===== src/rtl/retire_trace_buffer_if.sv =====
// Bundle of capture inputs, drain handshake and status for retire_trace_buffer.
// The master drives the pipeline taps and the consumer ready.
// The slave is the trace unit.
interface retire_trace_buffer_if #(
    parameter int XLEN  = 32,
    parameter int CYC_W = 16
);
    logic             arm;
    logic [XLEN-1:0]  stop_pc;
    logic [XLEN-1:0]  pc_d;
    logic             wb_we;
    logic [4:0]       wb_rd;
    logic [XLEN-1:0]  wb_data;
    logic             mem_we;
    logic [XLEN-1:0]  mem_addr;
    logic [XLEN-1:0]  mem_data;
    logic             rd_valid;
    logic             rd_ready;
    logic             rd_kind;
    logic [CYC_W-1:0] rd_cyc;
    logic [XLEN-1:0]  rd_addr;
    logic [XLEN-1:0]  rd_data;
    logic [1:0]       state;
    logic [15:0]      lost_cnt;

    modport master (
        output arm, stop_pc, pc_d, wb_we, wb_rd, wb_data,
               mem_we, mem_addr, mem_data, rd_ready,
        input  rd_valid, rd_kind, rd_cyc, rd_addr, rd_data, state, lost_cnt
    );

    modport slave (
        input  arm, stop_pc, pc_d, wb_we, wb_rd, wb_data,
               mem_we, mem_addr, mem_data, rd_ready,
        output rd_valid, rd_kind, rd_cyc, rd_addr, rd_data, state, lost_cnt
    );
endinterface


===== src/rtl/retire_trace_buffer.sv =====
// Retire trace unit: records register write-backs and stores, each with a cycle
// stamp, into a ring. Capture stops after a PC match plus a post-trigger window.
// The ring then drains oldest-first over a valid/ready port.
module retire_trace_buffer #(
    parameter int XLEN     = 32,
    parameter int DEPTH    = 16,
    parameter int CYC_W    = 16,
    parameter int POST_CNT = 6
) (
    input  logic                 clk,
    input  logic                 rst,
    retire_trace_buffer_if.slave bus
);
    localparam int AW = $clog2(DEPTH);
    localparam int CW = AW + 1;
    localparam int PW = $clog2(POST_CNT + 2);

    localparam logic [1:0] S_IDLE  = 2'd0;
    localparam logic [1:0] S_ARMED = 2'd1;
    localparam logic [1:0] S_POST  = 2'd2;
    localparam logic [1:0] S_DONE  = 2'd3;

    typedef struct packed {
        logic             kind;
        logic [CYC_W-1:0] cyc;
        logic [XLEN-1:0]  addr;
        logic [XLEN-1:0]  data;
    } entry_t;

    entry_t ring [DEPTH];

    logic [1:0]       state_q,    state_n;
    logic [AW-1:0]    rptr_q,     rptr_n;
    logic [AW-1:0]    wptr_q,     wptr_n;
    logic [CW-1:0]    count_q,    count_n;
    logic [CYC_W-1:0] cyc_q,      cyc_n;
    logic [PW-1:0]    post_q,     post_n;
    logic [15:0]      lost_q,     lost_n;
    logic             rd_valid_q, rd_valid_n;
    entry_t           hold_q;
    entry_t           head;

    logic          reg_ev, st_ev, capture, pop;
    logic [CW-1:0] n_new, free_slots, over;
    logic [AW-1:0] st_idx;
    logic [16:0]   lost_sum;

    assign reg_ev     = bus.wb_we && (bus.wb_rd != 5'd0);
    assign st_ev      = bus.mem_we;
    assign capture    = !bus.arm && (state_q == S_ARMED || state_q == S_POST);
    assign n_new      = capture ? (CW'(reg_ev) + CW'(st_ev)) : '0;
    assign free_slots = CW'(DEPTH) - count_q;
    // Entries that land on an occupied slot push the oldest entry out.
    assign over       = (n_new > free_slots) ? (n_new - free_slots) : '0;
    assign st_idx     = wptr_q + AW'(reg_ev);
    assign lost_sum   = {1'b0, lost_q} + 17'(over);
    assign pop        = (state_q == S_DONE) && rd_valid_q && bus.rd_ready;

    // Next-state, pointer, counter and lost-count computation.
    always_comb begin
        // NOTE: every variable gets a default first, so no path can infer a latch.
        state_n = state_q;
        rptr_n  = rptr_q;
        wptr_n  = wptr_q;
        count_n = count_q;
        cyc_n   = cyc_q;
        post_n  = post_q;
        lost_n  = lost_q;
        if (bus.arm) begin
            state_n = S_ARMED;
            rptr_n  = '0;
            wptr_n  = '0;
            count_n = '0;
            cyc_n   = '0;
            post_n  = '0;
            lost_n  = '0;
        end else begin
            case (state_q)
                S_ARMED, S_POST: begin
                    cyc_n   = cyc_q + 1'b1;
                    wptr_n  = wptr_q + AW'(n_new);
                    rptr_n  = rptr_q + AW'(over);
                    count_n = count_q + n_new - over;
                    lost_n  = lost_sum[16] ? 16'hFFFF : lost_sum[15:0];
                    if (state_q == S_ARMED) begin
                        if (bus.pc_d == bus.stop_pc) begin
                            if (POST_CNT == 0) begin
                                state_n = S_DONE;
                            end else begin
                                state_n = S_POST;
                                post_n  = PW'(POST_CNT);
                            end
                        end
                    end else begin
                        post_n = post_q - 1'b1;
                        if (post_q <= PW'(1)) begin
                            state_n = S_DONE;
                        end
                    end
                end
                S_DONE: begin
                    if (pop) begin
                        rptr_n  = rptr_q + 1'b1;
                        count_n = count_q - 1'b1;
                    end
                end
                default: ;
            endcase
        end
        rd_valid_n = (state_n == S_DONE) && (count_n != '0);
    end

    // Control and status registers.
    always_ff @(posedge clk or negedge rst) begin
        // NOTE: sequential state uses non-blocking assignments only, so every flop samples pre-edge values.
        if (!rst) begin
            state_q    <= S_IDLE;
            rptr_q     <= '0;
            wptr_q     <= '0;
            count_q    <= '0;
            cyc_q      <= '0;
            post_q     <= '0;
            lost_q     <= '0;
            rd_valid_q <= 1'b0;
        end else begin
            state_q    <= state_n;
            rptr_q     <= rptr_n;
            wptr_q     <= wptr_n;
            count_q    <= count_n;
            cyc_q      <= cyc_n;
            post_q     <= post_n;
            lost_q     <= lost_n;
            rd_valid_q <= rd_valid_n;
        end
    end

    // Ring write port. A register event goes at wptr, and a same-cycle store goes right after it.
    always_ff @(posedge clk) begin
        // NOTE: ring storage is deliberately not reset; count and pointers alone define what is valid.
        if (capture) begin
            if (reg_ev) begin
                ring[wptr_q] <= {1'b0, cyc_q, XLEN'(bus.wb_rd), bus.wb_data};
            end
            if (st_ev) begin
                ring[st_idx] <= {1'b1, cyc_q, bus.mem_addr, bus.mem_data};
            end
        end
    end

    // Remember the entry being popped so the read port holds it once the ring is empty.
    always_ff @(posedge clk or negedge rst) begin
        if (!rst) begin
            hold_q <= '0;
        end else if (pop) begin
            hold_q <= ring[rptr_q];
        end
    end

    assign head         = rd_valid_q ? ring[rptr_q] : hold_q;
    assign bus.rd_valid = rd_valid_q;
    assign bus.rd_kind  = head.kind;
    assign bus.rd_cyc   = head.cyc;
    assign bus.rd_addr  = head.addr;
    assign bus.rd_data  = head.data;
    assign bus.state    = state_q;
    assign bus.lost_cnt = lost_q;
endmodule

===== src/flat_wrapper.sv =====
// flat-port wrapper written by rule: the top's interface ports become plain ports
module retire_trace_buffer_flat 
#(
    parameter int XLEN     = 32,
    parameter int DEPTH    = 16,
    parameter int CYC_W    = 16,
    parameter int POST_CNT = 6
)
  (clk, rst, bus_arm, bus_stop_pc, bus_pc_d, bus_wb_we, bus_wb_rd, bus_wb_data, bus_mem_we, bus_mem_addr, bus_mem_data, bus_rd_ready, bus_rd_valid, bus_rd_kind, bus_rd_cyc, bus_rd_addr, bus_rd_data, bus_state, bus_lost_cnt);
  retire_trace_buffer_if #(.XLEN(XLEN), .CYC_W(CYC_W)) bus_i ();
  input  logic clk;
  input  logic rst;
  input wire logic [$bits(bus_i.arm)-1:0] bus_arm;
  input wire logic [$bits(bus_i.stop_pc)-1:0] bus_stop_pc;
  input wire logic [$bits(bus_i.pc_d)-1:0] bus_pc_d;
  input wire logic [$bits(bus_i.wb_we)-1:0] bus_wb_we;
  input wire logic [$bits(bus_i.wb_rd)-1:0] bus_wb_rd;
  input wire logic [$bits(bus_i.wb_data)-1:0] bus_wb_data;
  input wire logic [$bits(bus_i.mem_we)-1:0] bus_mem_we;
  input wire logic [$bits(bus_i.mem_addr)-1:0] bus_mem_addr;
  input wire logic [$bits(bus_i.mem_data)-1:0] bus_mem_data;
  input wire logic [$bits(bus_i.rd_ready)-1:0] bus_rd_ready;
  output wire logic [$bits(bus_i.rd_valid)-1:0] bus_rd_valid;
  output wire logic [$bits(bus_i.rd_kind)-1:0] bus_rd_kind;
  output wire logic [$bits(bus_i.rd_cyc)-1:0] bus_rd_cyc;
  output wire logic [$bits(bus_i.rd_addr)-1:0] bus_rd_addr;
  output wire logic [$bits(bus_i.rd_data)-1:0] bus_rd_data;
  output wire logic [$bits(bus_i.state)-1:0] bus_state;
  output wire logic [$bits(bus_i.lost_cnt)-1:0] bus_lost_cnt;
  assign bus_i.arm = bus_arm;
  assign bus_i.stop_pc = bus_stop_pc;
  assign bus_i.pc_d = bus_pc_d;
  assign bus_i.wb_we = bus_wb_we;
  assign bus_i.wb_rd = bus_wb_rd;
  assign bus_i.wb_data = bus_wb_data;
  assign bus_i.mem_we = bus_mem_we;
  assign bus_i.mem_addr = bus_mem_addr;
  assign bus_i.mem_data = bus_mem_data;
  assign bus_i.rd_ready = bus_rd_ready;
  assign bus_rd_valid = bus_i.rd_valid;
  assign bus_rd_kind = bus_i.rd_kind;
  assign bus_rd_cyc = bus_i.rd_cyc;
  assign bus_rd_addr = bus_i.rd_addr;
  assign bus_rd_data = bus_i.rd_data;
  assign bus_state = bus_i.state;
  assign bus_lost_cnt = bus_i.lost_cnt;
  retire_trace_buffer #(.XLEN(XLEN), .DEPTH(DEPTH), .CYC_W(CYC_W), .POST_CNT(POST_CNT)) u_core (.clk(clk), .rst(rst), .bus(bus_i));
endmodule

===== config.mk =====
export PLATFORM = sky130hd
export DESIGN_NAME = retire_trace_buffer_flat
export DESIGN_NICKNAME = d
export VERILOG_FILES = /design/src/rtl/retire_trace_buffer_if.sv /design/src/rtl/retire_trace_buffer.sv /design/src/flat_wrapper.sv
export SDC_FILE = /design/constraint.sdc
export NUM_CORES = 2
export LEC_CHECK = 0
export CAP_MARGIN = 20
export CORE_AREA = 10 10 369 371
export CTS_BUF_LIST = sky130_fd_sc_hd__clkbuf_8 sky130_fd_sc_hd__clkbuf_16
export DETAILED_ROUTE_END_ITERATION = 10
export DIE_AREA = 0 0 379 381
export GPL_ROUTABILITY_DRIVEN = 1
export PLACE_DENSITY = 0.71
export SYNTH_ARGS = -nofsm -noshare
export SYNTH_HDL_FRONTEND = slang
export SYNTH_SLANG_ARGS = --single-unit

===== constraint.sdc =====
create_clock -name clk -period 11.12 [get_ports clk]
set_input_delay 1.668 -clock clk [delete_from_list [all_inputs] [get_ports clk]]
set_output_delay 1.668 -clock clk [all_outputs]
set_load 0.01 [all_outputs]

* Yosys cells after proc, flatten, opt, wreduce, memory -nomap -nowiden
Memories as Yosys holds them, arrays and structs flattened.
Cells that the tools add are included.
** Cells by class
- $add $sub $neg :: 13
- Multipliers :: 0
- Div/mod/pow operators :: 0
- Magnitude comparators :: 2
- Equality and inequality tests :: 7
- Shifts and indexed selects :: 0
- Muxes and demuxes :: 31
- Bitwise operators :: 0
- Reductions and logical operators :: 14
** Operators by type and width (count)
- 81-bit two-way mux :: 1
- 16-bit two-way mux :: 5
- 32-bit equality test :: 1
- 5-bit two-way mux :: 4
- 16-bit by 5-bit adder with 17-bit output :: 1
- 16-bit by 1-bit adder with 16-bit output (second input constant) :: 1
- 4-bit two-way mux :: 4
- 3-bit two-way mux :: 4
- 2-bit two-way mux :: 5
- 5-bit one-hot mux with 2 select lines :: 1
- 5-bit nonzero test :: 2
- 5-bit subtractor :: 2
- 4-bit adder :: 2
- 4-bit one-hot mux with 2 select lines :: 1
- 2-bit equality test (second input constant) :: 3
- 1-bit two-way mux :: 6
- 5-bit adder :: 1
- 5-bit greater-than comparator :: 1
- 1-bit logical AND :: 5
- 5-bit by 1-bit subtractor with 5-bit output (second input constant) :: 1
- 5-bit subtractor (first input constant) :: 1
- 4-bit by 1-bit adder with 4-bit output :: 1
- 4-bit by 1-bit adder with 4-bit output (second input constant) :: 1
- 2-bit AND reduction :: 2
- 11 further kinds :: 11
** Storage, ports and cells
- Flip-flop bits (word level) :: 132
- Bits in latches :: 0
- Memory bits (writable) :: 1296
- ROM bits :: 0
- Logic and storage cells :: 80
- Memories :: 1
** Memories
- u_core.ring :: depth 16, width 81, rd ports 1, clocked after memory_dff 0, wr ports 2, line retire_trace_buffer.sv:30 : entry_t ring [DEPTH];

* Logic depth before layout (Yosys ltp)
- Depth in word-level cells :: 11
- Mapped depth :: 20
- Gate-level depth less buffers :: 19

* Worst setup path before layout
OpenSTA, ideal clock, no wires.
- Path kind :: input port to flip-flop
- From :: input port bus_wb_rd[0]
- To :: memory u_core.ring[4][0] in the netlist's numbering, enable pin
- Arrival time :: 6.203 ns
- Setup slack :: 4.445 ns
- Stages on the path :: 9
- Buffers on the path :: 3
- Cells stage by stage :: clkbuf_1 > or4_4 > o21a_1 > ha_1 > ha_1 > or3_1 > clkbuf_1 > o21ai_1 > clkbuf_1
** RTL lines
- from (decl) :: line flat_wrapper.sv:17 : input wire logic [$bits(bus_i.wb_rd)-1:0] bus_wb_rd;
- to (decl) :: line retire_trace_buffer.sv:30

==> impl_metrics.ini <==
[status]
status = finished, final reports clean

[floorplan]
row_count = 132
start_util = 0.526
die_x_um = 379
die_height_um = 381
boundaryPins = 271
core_region_area_mm2 = 0.129
die_area_mm2 = 0.144

[worst_setup_path]
path_buf_inv = 3
critPathKind = in -> reg
max_stage_delay_ps = 940
crit_fanout = 49
cp_common_cell = ha_1
cpMaxStageDelayCell = buf_4
required_ps = 11490
r2r_cells = 9
cpLargestDelayFamily = buffers and inverters
cp_cell_sequence = clkdlybuf4s50_1, or4_4, o21a_1, ha_1, ha_1, or3_1, nor2_4, a21oi_2, inv_4, buf_4
start_kind = input port
cp.depth = 10
cp.arrival_ps = 7220
end_kind = flop

[routing]
drt-pass1-iter-count = 7
wl_per_cell_um = 31.3
via_per_inst = 6.64
drtIter0Drc = 5027
wl_um = 190000
drtAntennaViolNets = 0
drc_errors = 0
vias = 40200

[clocking]
htreeDepth = 4
clk_pin_slew_ps = 60
cts_resized = 0
tritoncts = yes
numCtsBuffers = 152
clock_path_buffers = 3
cts_setup_buffers = 0
root_buffer = clkbuf_16
clk_latency_ps = 790
clock-sinks = 1428
cts_hold_buf = 0

[synthesis]
synthTopCellsByArea = edfxtp_1 57%, mux4_2 13%, a22o_1 7.6%, and2_1 5.3%, dfrtp_1 4.9%
ys_ff_latch = 1428
synthMostInstantiatedCell = edfxtp_1
synthCells = 4247
synth_cell_types = 76
synth_ff_type = edfxtp_1
yosysWarnings = 0
synth_edf_count = 1280
async_flop_share = 0.0924
synth_top_area_cell = edfxtp_1
synth_fp_nets = 4450
synth_top_area_share = 0.567
yosysSeqAreaShare = 0.620
synth_common_cells = 1,280 x edfxtp_1, 592 x a22o_1, 579 x and2_1, 405 x mux4_2, 272 x clkbuf_1
syn_area_per_cell_um2 = 16.0
netlist_area_mm2 = 0.0678

[timing]
setup_viol = 0
slew-limit-headroom = 0.187
worst_pin_slew_ps = 1220
fmax_mhz = 146
rsz0062_at_grt = no
clock_skew_ps = 35.4
hold_viol_final = 0
setup_ws_ps = 4270
slew_violations = 0
fin_crit_sh = 0.616
period_minus_slack_ps = 6850
fin_tns_setup_ps = 0

[grt]
grt_overflow_total = 0
first_global_vias = 41000
antenna_found_initial = 26
grt_pass1_wl_um = 279000
grt_max_degree = 148
track_usage = 0.260

[finish]
area_delta_synth_final_pct = 12.6
nets = 4452
drive_above_1_share = 0.217
fillCellCount = 9424
instances_no_fill = 6057

[pwr]
p_per_area_mw_per_mm2 = 171
irDropWorstVdd_v = 0.000160
power.leakage_uw = 0.0254
power_uw = 13100

[worst_hold_path]
hold_class = reg -> reg
holdPathStages = 1

[place]
pre_cts_ws_ps = 3600
placedCellCount = 5767
dp_hpwl_um = 102000
place_congestion = 0.809
io_buffer_count = 270

[job]
max_cap_viol_count = 0
## flip-flops by register name, summed over array words and instances (netlist names)
register,cells
u_core.ring,1296
u_core.hold_q,81
u_core.bus.lost_cnt,16
u_core.cyc_q,16
u_core.count_q,5
u_core.rptr_q,4
u_core.wptr_q,4
u_core.post_q,3
u_core.bus.state,2
u_core.bus.rd_valid,1
## cell type report
class | count | area, um2 | share of cell area
sequential | 1428 | 42100 | 0.551
multi-input combinational | 2282 | 23700 | 0.311
clock buffer | 161 | 3950 | 0.0517
timing repair buffer | 353 | 3400 | 0.0445
tap | 1675 | 2100 | 0.0274
clock inverter | 119 | 943 | 0.0124
inverter | 32 | 138 | 0.00180
antenna | 7 | 17.5 | 0.000229
## worst register-to-register path, stage by stage, from the launching register on
cell,delay (ps)
dfrtp_1,420
inv_1,90
ha_1,300
buf_4,400
nand3b_1,210
or3_1,620
nor2_4,730
a21oi_2,350
inv_4,570
buf_4,950
## power breakdown
part           internal [uW]  total, uW  switching [uW]
registers               5950       6080             123
logic                    918       1960            1050
clock network           2890       5010            2120
## kinds of logic after synthesis
family | after synthesis | share of synthesized area
AO/OA/AOI/OAI | 712 | 0.0892
other | 2 | 0.000111
XOR/XNOR | 63 | 0.00825
AND/OR/NAND/NOR | 900 | 0.0797
multiplexers | 573 | 0.162
flip-flops | 1428 | 0.620
adder cells (fa/ha/maj) | 32 | 0.00613
buffers and inverters | 537 | 0.0338
## layer usage
metal / GRT usage / share of wire / up-vias
met5: 0 / 0.0011 / -
met4: 0.0874 / 0.031 / 32
met3: 0.0607 / 0.10 / 426
met2: 0.424 / 0.49 / 2256
met1: 0.344 / 0.38 / 20800
li1: - / - / 16700
## worst paths after layout
kind / startpoint / to / slack (ps)
hold reg to reg: u_core.ring[10][80]$_SDFFE_PP1P_ / u_core.ring[10][80]$_SDFFE_PP1P_ / 450
setup reg to reg: u_core.bus.state[0]$_DFF_PN0_ / u_core.ring[8][15]$_DFFE_PP_ / 6010
setup / recovery: bus_wb_rd[0] / u_core.ring[8][15]$_DFFE_PP_ / 4270
min in group asynchronous: rst / u_core.bus.lost_cnt[8]$_DFFE_PN0P_ / 960
max in group asynchronous: rst / u_core.hold_q[46]$_DFFE_PN0P_ / 8870
hold / removal: u_core.ring[10][80]$_SDFFE_PP1P_ / u_core.ring[10][80]$_SDFFE_PP1P_ / 450
## stage by stage
step | area, um2 | hold WS [ps] | utilization
6_report | 76400 | 452 | 0.593
5_1_grt | 76400 | 469 | 0.593
4_1_cts | 76300 | 451 | 0.592
3_5_place_dp | 71400 | 437 | 0.554
3_3_place_gp | 71400 | 430 | 0.554
2_1_floorplan | 67800 | 421 | -
## placed cells by master, fill, tap and decap left out, types with 5 or more instances in the layout
master | netlist | layout
inv_1 | 31 | 62
a21oi_1 | 25 | 25
diode_2 | 0 | 7
nand2_1 | 38 | 38
a311oi_1 | 7 | 7
mux2i_1 | 5 | 5
o21ai_0 | 13 | 13
clkinv_1 | 1 | 25
or3_1 | 10 | 10
clkinv_2 | 0 | 24
buf_4 | 23 | 78
bufinv_16 | 0 | 14
mux2_2 | 163 | 163
nor2_1 | 70 | 58
ha_1 | 30 | 30
clkdlybuf4s50_1 | 0 | 268
mux4_2 | 405 | 405
clkbuf_8 | 0 | 8
dfrtp_4 | 0 | 5
o21ai_4 | 0 | 9
nand4_1 | 15 | 15
nand3_1 | 16 | 15
and3_1 | 5 | 5
a22o_1 | 592 | 592
dfxtp_1 | 16 | 16
and2_1 | 579 | 579
xor2_1 | 14 | 14
edfxtp_1 | 1280 | 1280
inv_6 | 0 | 12
inv_4 | 0 | 7
xnor2_1 | 48 | 48
a21o_1 | 19 | 19
nor2b_1 | 103 | 103
nor2_4 | 0 | 31
and4_1 | 6 | 6
clkbuf_16 | 0 | 154
dfrtp_1 | 132 | 127
nor4_1 | 5 | 5
nor3_1 | 14 | 14
Power figures use the tool's default switching activity.
